[config.mk]
export PLATFORM = sky130hd
export DESIGN_NAME = dec_stream_ctrl
export DESIGN_NICKNAME = d
export VERILOG_FILES = /design/src/rtl/dec_stream_ctrl.sv
export SDC_FILE = /design/constraint.sdc
export NUM_CORES = 1
export LEC_CHECK = 0
export ABC_AREA = 1
export CORE_MARGIN = 2
export CORE_UTILIZATION = 37
export CTS_CLUSTER_SIZE = 20
export DETAILED_ROUTE_END_ITERATION = 8
export MAX_ROUTING_LAYER = met4
export PLACE_DENSITY = 0.67
export SLEW_MARGIN = 10
export SYNTH_ARGS = -nofsm -noshare
export SYNTH_HDL_FRONTEND = slang
export SYNTH_SLANG_ARGS = --single-unit
export TNS_END_PERCENT = 5
[constraint.sdc]
create_clock -name clk -period 2.5 [get_ports clk]
set_input_delay 0.625 -clock clk [delete_from_list [all_inputs] [get_ports clk]]
set_output_delay 0.625 -clock clk [all_outputs]
set_load 0.005 [all_outputs]
[src/rtl/dec_stream_ctrl.sv]
// rtl/dec_stream_ctrl.sv - word-stream sequencer around a combinational 128-bit decrypt core.
// Optional key reuse across blocks when DEC_KEY_RETAIN_EN is defined (adds input key_keep).
module dec_stream_ctrl #(
    parameter int unsigned SETTLE_CYCLES = 2
) (
    input  logic          clk,
    input  logic          rst,
    input  logic          in_valid,
    output logic          in_ready,
    input  logic [31:0]   in_data,
    output logic [0:127]  dec_en_key,
    output logic [0:127]  dec_key,
    input  logic [0:127]  dec_data,
    output logic          out_valid,
    input  logic          out_ready,
    output logic [31:0]   out_data,
`ifdef DEC_KEY_RETAIN_EN
    input  logic          key_keep,
`endif
    output logic          busy
);

    localparam logic [7:0] SETTLE_LAST = 8'(SETTLE_CYCLES - 1);

    typedef enum logic [1:0] {
        LD_KEY,
        LD_CT,
        SETTLE,
        DRAIN
    } state_t;

    state_t       state;
    logic [1:0]   in_cnt;
    logic [1:0]   out_cnt;
    logic [7:0]   settle_cnt;
    logic [0:127] result;

    logic         keep_key;
    logic         loading;
    logic         draining;
    logic         in_fire;
    logic         out_fire;
    logic [6:0]   in_base;
    logic [6:0]   out_base;

`ifdef DEC_KEY_RETAIN_EN
    assign keep_key = key_keep;
`else
    assign keep_key = 1'b0;
`endif

    assign loading  = (state == LD_KEY) || (state == LD_CT);
    assign draining = (state == DRAIN);
    assign in_fire  = in_valid && loading;
    assign out_fire = out_ready && draining;
    assign in_base  = {in_cnt, 5'b0};
    assign out_base = {out_cnt, 5'b0};

    // Handshake outputs are quieted by rst directly so nothing leaks out
    // between rst rising and the clearing edge.
    assign in_ready  = loading && !rst;
    assign out_valid = draining && !rst;
    assign out_data  = out_valid ? result[out_base +: 32] : 32'h0;
    assign busy      = !rst && !((state == LD_KEY) && (in_cnt == 2'd0));

    always_ff @(posedge clk) begin
        if (rst) begin
            state      <= LD_KEY;
            in_cnt     <= 2'd0;
            out_cnt    <= 2'd0;
            settle_cnt <= 8'd0;
            dec_key    <= '0;
            dec_en_key <= '0;
            result     <= '0;
        end else begin
            case (state)
                LD_KEY: begin
                    if (in_fire) begin
                        dec_key[in_base +: 32] <= in_data;
                        in_cnt <= in_cnt + 2'd1;
                        if (in_cnt == 2'd3) begin
                            state <= LD_CT;
                        end
                    end
                end
                LD_CT: begin
                    if (in_fire) begin
                        dec_en_key[in_base +: 32] <= in_data;
                        in_cnt <= in_cnt + 2'd1;
                        if (in_cnt == 2'd3) begin
                            state      <= SETTLE;
                            settle_cnt <= 8'd0;
                        end
                    end
                end
                SETTLE: begin
                    // Key and ciphertext registers are untouched here, so the
                    // core inputs stay frozen until the capture edge.
                    settle_cnt <= settle_cnt + 8'd1;
                    if (settle_cnt == SETTLE_LAST) begin
                        result  <= dec_data;
                        out_cnt <= 2'd0;
                        state   <= DRAIN;
                    end
                end
                DRAIN: begin
                    if (out_fire) begin
                        out_cnt <= out_cnt + 2'd1;
                        if (out_cnt == 2'd3) begin
                            state <= keep_key ? LD_CT : LD_KEY;
                        end
                    end
                end
                default: begin
                    state <= LD_KEY;
                end
            endcase
        end
    end

endmodule

==> run summary, run 1 <==
At the pin with the least slew margin, the transition time is 730 ps. Counting cells, the worst reg-to-reg path comes to 8. Adding up every negative setup slack in the final design gives -86.1 ps. Detailed routing inserted a total of 16,465 vias. The region available for standard cell placement spans 41,900 um2. Met2 usage: 43.1%.

The worst register-to-register path begins at in_cnt[1]. The die is 210 um tall. The completed layout was analyzed and its total power is 18.6 mW. Summing all non-filler instances in the final layout gives an area of 23,000 um2. The final-report hold violation count is 0, and the area of the die is 43,900 um2. In the routed layout, each cell is associated on average with a via count of 5.35. The tools report the sort of element at the end of the critical path as an output pin. The tools report the tightest hold margin as 462 ps. Nature of the critical path startpoint: a flop. Number of storage elements in the synthesis netlist: 398. For this block, the routed nets add up to 62,000 um of wire. By count the netlist is led by sky130_fd_sc_hd__nor2_1, sky130_fd_sc_hd__dfxtp_1, sky130_fd_sc_hd__o21ai_0. The count of antenna-violating nets left after detailed routing is 0, and the power density relative to cell area is 809 nW/um2. The global router's overall resource usage came out at 27.5%.

Sequential elements use 51.0% of the synthesized area. After clock tree synthesis, the clock-pin slew on the worst setup and hold paths is 60 ps. In this run, distinct cell masters in the synthesized netlist total 26.

The total overflow reported by the global router came out at 0. Root buffer selected by CTS: sky130_fd_sc_hd__clkbuf_16. The class of the worst hold path is reg2reg.

The portion of total power attributed to combinational logic was 24.6%. The number of nets in the synthesized netlist is 2,283. The run gives 0 as the number of max-slew violations in the final report.

The longest clock path from root to sink contains 3 buffers. The count of buffers added on input and output ports is 454. The net switching power figure was 5.59 mW. The fraction of final layout cells sized beyond drive strength 1 came out at 11.6%. After technology mapping, the gate count stands at 2,108. For this design the static power due to leakage is 8.95 nW. The maximum number of pins on one net before global-route repair came out at 129. Of all flip-flops after synthesis, the portion carrying an async set or reset was 0%. For the DRC marker count from the first detailed-route iteration, the log shows 1,675. The global-route wire length before repair came out at 91,000 um.

From synthesis to final layout, the design area changed by 47.1%. The flow ran to the end, but the final reports show violations. The run gives 396 MHz as the peak clock frequency supported by timing.

The placed instances occupy a cell area of 20,800 um2. The source-to-sink clock delay at the later pin of the worst-skew pair was 560 ps; the max-capacitance violation count was 0. Minimum setup slack in the final design: -25.4 ps. Setup violations remaining at the end of the flow were counted as 9. met2 is the most crowded layer. Setup repair after global routing could not meet its margin everywhere. The average routed wire per standard cell was 20.1 um. The count of warnings emitted by yosys is 0.

At the worst endpoint, the arrival time is 1900 ps. In the finished design, the share of the clock period the worst path needs comes to 101%. The biggest area contributor in the post-synthesis netlist is sky130_fd_sc_hd__dfxtp_1.

The via count of the first global-routing pass is 15,226. For flop-to-flop paths, the worst setup slack is 320 ps. TritonCTS built the clock tree.

First-pass detailed-route iteration total: 6. The tools report the post-layout net count as 2,680. After synthesis, the mean cell area works out to 7.41 um2. The most frequent cell after synthesis is sky130_fd_sc_hd__nor2_1. The logs give 0.915 for the final weighted congestion in routability-driven placement and 51.4% for the worst slew margin relative to its limit.

After clock tree synthesis, the flow added hold-fix buffers numbering 0. The internal portion of the total power is 13.0 mW. Across the routed clock network, the largest skew measured is 9.80 ps.

The capturing point of the worst reg2reg path was dec_en_key[35]. The total half-perimeter wirelength after legalization and detailed placement is 42,500 um. The kind of critical path is reg2out.

Along the worst path, the maximum fanout reaches 6. The floorplan step set the die width to 210 um. The tools report the portion of total power attributed to the clock network as 36.3%.

The logs give -139 ps for the placement-stage worst setup slack and 0 for the total DRC errors in the routed layout. Maximum VDD drop: 0.000439 V. For the number of clock buffers inserted by TritonCTS, the log shows 42. The initial antenna violation count was 1. The floorplan has 75 rows. In this run the worst setup path terminates at out_data[2].

Registers are responsible for 39.1% of the overall power. In this run the worst setup path begins at out_cnt[0]. Ranked by total cell area, the synthesized netlist is headed by sky130_fd_sc_hd__dfxtp_1, sky130_fd_sc_hd__nor2_1, sky130_fd_sc_hd__o21ai_0. For the utilization after layout, the log shows 54.9%. Among all flip-flop cells after synthesis, the most frequent one is sky130_fd_sc_hd__dfxtp_1. In this run the biggest area consumer among cell types represents 51.0% of the synthesized area. For met3 alone, demand over resource in global routing was 5.69%. The number of placed instances, taps included, is 2,986. The level count of the clock H-tree is 2. The synthesized netlist occupies a cell area of 15,600 um2. Global routing used 35.2% of the available met1 tracks. The number of flops mapped to enable cells by yosys is 0, and the total number of clock tree sinks is 398. STA puts the critical path data required time at 1880 ps. After the flow finishes, the layout carries non-filler instances totaling 3,077.

The smallest clock period supported by the final layout is computed as 2530 ps. The tools report the top-level port count as 455. The checks that failed: setup timing.

For this configuration, the core starts out at a cell density of 37.3%. The switching part of the total is 30.1%.
[worst max-delay path: stages (launching register included)]
cell and delay, ps:
sky130_fd_sc_hd__dfxtp_4 370, sky130_fd_sc_hd__clkinvlp_4 200, sky130_fd_sc_hd__buf_12 200, sky130_fd_sc_hd__clkbuf_16 180, sky130_fd_sc_hd__o21ai_4 180, sky130_fd_sc_hd__a21oi_1 90
sky130_fd_sc_hd__clkbuf_2 120
[kinds of logic after synthesis]
group           synth area share [%]
compound gates                  20.1
xor+xnor                      0.0561
simple gates                    21.7
flops                           51.0
buf+inv                         6.33
fa+ha+maj                      0.881
[worst min-delay path by stage]
stage                   start             end  slack (ps)  depth (start not counted)
2_1_floorplan   settle_cnt[6]   settle_cnt[6]         440                          2
3_3_place_gp    settle_cnt[6]   settle_cnt[6]         450                          2
3_5_place_dp    settle_cnt[6]   settle_cnt[6]         450                          2
4_1_cts         settle_cnt[6]   settle_cnt[6]         460                          2
5_1_grt        dec_en_key[23]  dec_en_key[23]         490                          2
6_report        settle_cnt[6]   settle_cnt[6]         460                          2
[final cells by class]
cell class | count | area, um2
flip-flops and latches | 398 | 7980
well taps | 539 | 674
inverters | 65 | 263
repair buffers | 522 | 5330
clock inverters | 12 | 188
diodes | 1 | 2.50
fillers | 3844 | 18900
clock buffers | 64 | 1320
multi-input cells | 1476 | 7230
[metal layers]
metal  vias to the layer above  part of all wire, %
li1                       7758                    -
met1                      7730                   40
met2                       867                   46
met3                       110                  9.7
met4                         0                  3.6
met5                         -                    0
[flip-flops by register name (all words and copies together), names as in the netlist]
| name | cells |
|---|---|
| in_cnt | 2 |
| out_cnt | 2 |
| settle_cnt | 8 |
| dec_en_key | 128 |
| state | 2 |
| dec_key | 128 |
| result | 128 |
[power by group through the flow]
stage | clock network (mW) | registers [mW] | logic [mW]
4_1_cts | 6.85 | 7.25 | 4.37
2_1_floorplan | 0 | 7.32 | 1.99
3_5_place_dp | 0 | 7.38 | 4.21
6_report | 6.76 | 7.27 | 4.57
3_3_place_gp | 0 | 7.36 | 4.17
5_1_grt | 7.10 | 7.31 | 4.91
[layout by cell type, fill, tap and decap left out, types with 16 or more instances in the layout]
cell / instances
sky130_fd_sc_hd__inv_1: 50
sky130_fd_sc_hd__o21ai_1: 16
sky130_fd_sc_hd__buf_12: 22
sky130_fd_sc_hd__nor2_1: 582
sky130_fd_sc_hd__dfxtp_1: 394
sky130_fd_sc_hd__clkbuf_16: 50
sky130_fd_sc_hd__nor3_1: 62
sky130_fd_sc_hd__o21ai_2: 30
sky130_fd_sc_hd__nand3_1: 73
sky130_fd_sc_hd__nand2_1: 95
sky130_fd_sc_hd__clkbuf_2: 25
sky130_fd_sc_hd__a21oi_2: 21
sky130_fd_sc_hd__o21ai_0: 335
sky130_fd_sc_hd__buf_4: 35
sky130_fd_sc_hd__o21ai_4: 26
sky130_fd_sc_hd__a21oi_1: 186
sky130_fd_sc_hd__clkdlybuf4s50_1: 418
[timing repair]
action / in CTS / in global routing
cloned: 3 / 5
resized for setup: 165 / 142
buffers inserted: 3 / 4
pin swaps: 4 / 31
endpoints found under the setup margin: 35 / 33
(Power assumes the default switching activity.)
==> run 2, diff against run 1 <==
--- a/config.mk
+++ b/config.mk
@@ -5,7 +5,6 @@
 export SDC_FILE = /design/constraint.sdc
 export NUM_CORES = 1
 export LEC_CHECK = 0
-export ABC_AREA = 1
 export CORE_MARGIN = 2
 export CORE_UTILIZATION = 37
 export CTS_CLUSTER_SIZE = 20
==> run 2 against run 1 <==
The run still ends with setup timing left. Sequential power down 9.4%. First-iteration DRC count down 23%. Sequential cell count unchanged. Clock power down 2%. Core utilization down 0.88 points. Non-clock buffer count down 5. Synthesized area about the same. Combinational power down 50%. Die area about the same. Largest power group is now the clock network. Sequential share of layout area up 0.58 points. Count of clock-buffer cells in the layout unchanged.
==> run summary, run 2 <==
The sort of element at the end of the critical path is an output pin. After layout, the design draws a total of 15.5 mW. The time the final worst path needs with I/O delays and setup came out at 2670 ps. The routed layout has 15,409 vias. Registers take 7980 um2. The minimum setup slack in the final design was -166 ps. For this run the aggregate overflow at the end of global routing stands at 0. Sorting the synthesized cells by area gives the leading types as sky130_fd_sc_hd__dfxtp_1, sky130_fd_sc_hd__a21oi_1, sky130_fd_sc_hd__nand2_1. The synthesized netlist devotes 13.4% of its cell area to compound gates. Counting flops with an async set or reset pin after synthesis yields a share of 0%.

After routing, the total negative slack on setup checks comes to -4170 ps. The launching instance or port of the critical path was out_cnt[0]. Of all cell types, the one taking the most synthesized area is sky130_fd_sc_hd__dfxtp_1. For the pin with the worst max-slew slack, the measured transition is 955 ps. Across all hold checks on the routed design, the worst slack comes to 451 ps. The synthesized netlist occupies a cell area of 15,600 um2. For this run, the post-layout net count is 2,465. Entering global routing, the biggest net connects 205 pins. Synthesis produced a netlist with a net count of 2,108.

For the number of max-slew violations in the final report, the log shows 0. The critical path is of the reg2out type. The most common cell in the synthesized netlist is sky130_fd_sc_hd__nand2_1.

For flop-to-flop paths, the worst setup slack is 310 ps. The top-area cell type share of the netlist area is 51.0%, and the fraction of final layout cells sized beyond drive strength 1 is 10.6%. After detailed routing, the number of remaining DRC violations is 0. After synthesis, the share of cell area in mux cells is 4.61%. The logs give 580 ps for the source-to-sink clock delay at the later pin of the worst-skew pair and 37.3% for the effective utilization at floorplan. The number of distinct standard cells referenced by the synthesized netlist was 41; the sum of routed wire length over all layers was 56,600 um. After the first detailed-routing iteration, the DRC count stood at 1,293. The count of buffers from port buffering works out to 454. The simple-gate share of the synthesized area is 24.0%, and the vertical die dimension is 209 um. The final cycle utilization of the critical path is 107%. In the synthesized netlist the dominant register cell turns out to be sky130_fd_sc_hd__dfxtp_1. The logs give 33 for the total setup violations reported at the end of the flow and 0.880 for the final weighted congestion in routability-driven placement.

After synthesis, the largest family of logic cells by area is simple AND/OR/NAND/NOR gates. Power spread over the standard cell area amounts to 686 nW/um2. Dividing the detail-routed wire length by the instance count gives 19.8 um. Cells fill 54.0% of the core in the end. The capturing instance or port of the critical path was out_data[18].

STA classifies the critical path startpoint as a flop. After floorplanning, the core was sized to cover 41,900 um2. The run gives 2040 ps as the critical path data arrival time. 455 I/O pins were placed. Summing all multi-input logic gate instances after layout gives 6970 um2. In this run, synthesis inferred 0 flip-flops with an integrated enable. Capturing point of the worst reg2reg path: result[81].

On the worst path, the slowest cell contributes a delay of 500 ps. The number of rows created at floorplan came out at 75. TritonCTS built the clock tree. Total stage count of the critical path: 5. Clock tree synthesis inserted a total of 44 buffers. The x dimension of the die is 209 um, and the first-pass detailed-route iteration total is 5. The depth of the worst register-to-register path was 6. In this run the remaining antenna-violating nets after routing total 0. The level count of the clock H-tree is 2. For this design, the slowest cell found on the critical path is sky130_fd_sc_hd__mux4_2. The total number of clock tree sinks was 398; the global router's overall resource usage was 25.6%.

For this run, the top clock speed supported by timing is 375 MHz. For this design the static power due to leakage is 7.50 nW. The run gives 14,531 as the via count of the first global-routing pass. The xor/xnor cell area share of the yosys netlist was 0.280%; the required time reported for the critical path endpoint was 1880 ps.

The flow ran to the end, but the final reports show violations. The fill cell total of the finished layout came out at 3,810. The largest registers in the layout are dec_en_key (128), dec_key (128), result (128).

The total half-perimeter wirelength after legalization and detailed placement was 37,400 um; the number of storage elements in the synthesis netlist was 398. Of the total synthesized cell area, the portion taken by full adders, half adders and majority gates is 0.881%. The average instance in the mapped netlist occupies 8.08 um2. The worst-path maximum fanout is 5.

Traced cell by cell, the critical path runs through buf_12 > buf_16 > mux4_2 > and3_4 > buf_6. Sequential cells were found to cover 51.0% of the synthesized design area. Headroom to the max-slew limit came out at 36.3%. The clock passes through at most 3 buffers.

The count of warnings emitted by yosys was 0. The die covers 43,900 um2. The path class of the tightest hold or removal check is reg2reg. The final reports fail on setup timing. Setup repair after global routing could not meet its margin everywhere. The final-report hold violation count came out at 0. The synthesized instance count is 1,933. Max-cap violations in this run came to 0. The root buffer cell chosen for the clock tree is sky130_fd_sc_hd__clkbuf_16. Buffers inserted to repair hold after CTS numbered 0.

The final setup skew came out at 21.0 ps. Family with the most delay on the worst path: multiplexers. The worst register-to-register path begins at settle_cnt[0]. The tools report the maximum VDD drop as 0.000516 V. The area overhead of the layout relative to synthesis was 44.8%. In the layout the commonest cells are sky130_fd_sc_hd__nand2_1, sky130_fd_sc_hd__clkdlybuf4s50_1, sky130_fd_sc_hd__dfxtp_1.

The first global-routing pass estimated 85,400 um of wire. CTS clock-pin slew for the worst setup and hold paths: 60 ps. Leaving out fill and tap cells, the most frequent cell in the layout is sky130_fd_sc_hd__nand2_1. The combined buffer and inverter count along the critical path works out to 3. In the synthesized netlist, the cells that appear most often are sky130_fd_sc_hd__nand2_1, sky130_fd_sc_hd__dfxtp_1, sky130_fd_sc_hd__a21oi_1. The via density per instance works out to 5.38.

The initial antenna violation count came out at 3.
==> run 2: cell families after synthesis <==
kind of cell / Yosys count
buffers and inverters: 216
AND/OR/NAND/NOR: 861
AO/OA/AOI/OAI: 410
adder cells (fa/ha/maj): 11
multiplexers: 32
flip-flops: 398
XOR/XNOR: 5
==> run 2: stage by stage <==
step | worst slack (ps) | std cells | instance area (um2)
3_3_place_gp | 61.5 | 2769 | 20700
4_1_cts | -214 | 2861 | 22600
3_5_place_dp | 36.6 | 2769 | 20700
5_1_grt | -240 | 2865 | 22600
6_report | -166 | 2865 | 22600
2_1_floorplan | 360 | 1933 | 15600
==> run 2: worst min-delay path by stage <==
stage | from | endpoint | slack [ps] | depth (start not counted)
global route | dec_key[93] | dec_key[93] | 470 | 2
finish | result[90] | result[90] | 450 | 2
detailed placement | result[68] | result[68] | 440 | 2
CTS | result[68] | result[68] | 450 | 2
global placement | dec_en_key[64] | dec_en_key[64] | 440 | 2
floorplan | result[32] | result[32] | 430 | 2
==> run 2: power breakdown <==
group          leakage, nW  total [mW]  internal [mW]  switching, mW
Sequential            3.21        6.59           6.50         0.0866
Combinational         3.55        2.27          0.897           1.37
Clock                0.738        6.65           3.93           2.72
Total                 7.50        15.5           11.3           4.18
==> run 2: layer usage <==
metal	routed length (um)	share of wire (%)	track usage (%)
met1	22700	40	30.6
met2	27100	48	42.0
met3	4070	7.2	4.76
met4	2690	4.7	11.6
met5	0	0	-
==> run 2: area by class of cell <==
cell class | instances | share of cell area [%]
antenna | 3 | 0.0332
clock buffer | 64 | 5.73
sequential | 398 | 35.3
clock inverter | 15 | 0.830
multi-input combinational | 1319 | 30.8
timing repair buffer | 517 | 24.2
inverter | 10 | 0.166
tap | 539 | 2.98
==> run 2: worst reg2reg max path, cell delays in order (launching register included) <==
cell and delay [ps]:
sky130_fd_sc_hd__dfxtp_1 450, sky130_fd_sc_hd__ha_1 190, sky130_fd_sc_hd__nor4b_4 360, sky130_fd_sc_hd__nand3_4 460, sky130_fd_sc_hd__buf_12 370, sky130_fd_sc_hd__nand2_1 130, sky130_fd_sc_hd__a21oi_1 70
==> run 2: what timing repair did <==
action,4_1_cts,5_1_grt
pin swaps,11,0
cloned,3,0
buffers inserted,11,1
resized for setup,198,11
setup endpoints to repair,35,35
endpoints found under the hold margin,0,0
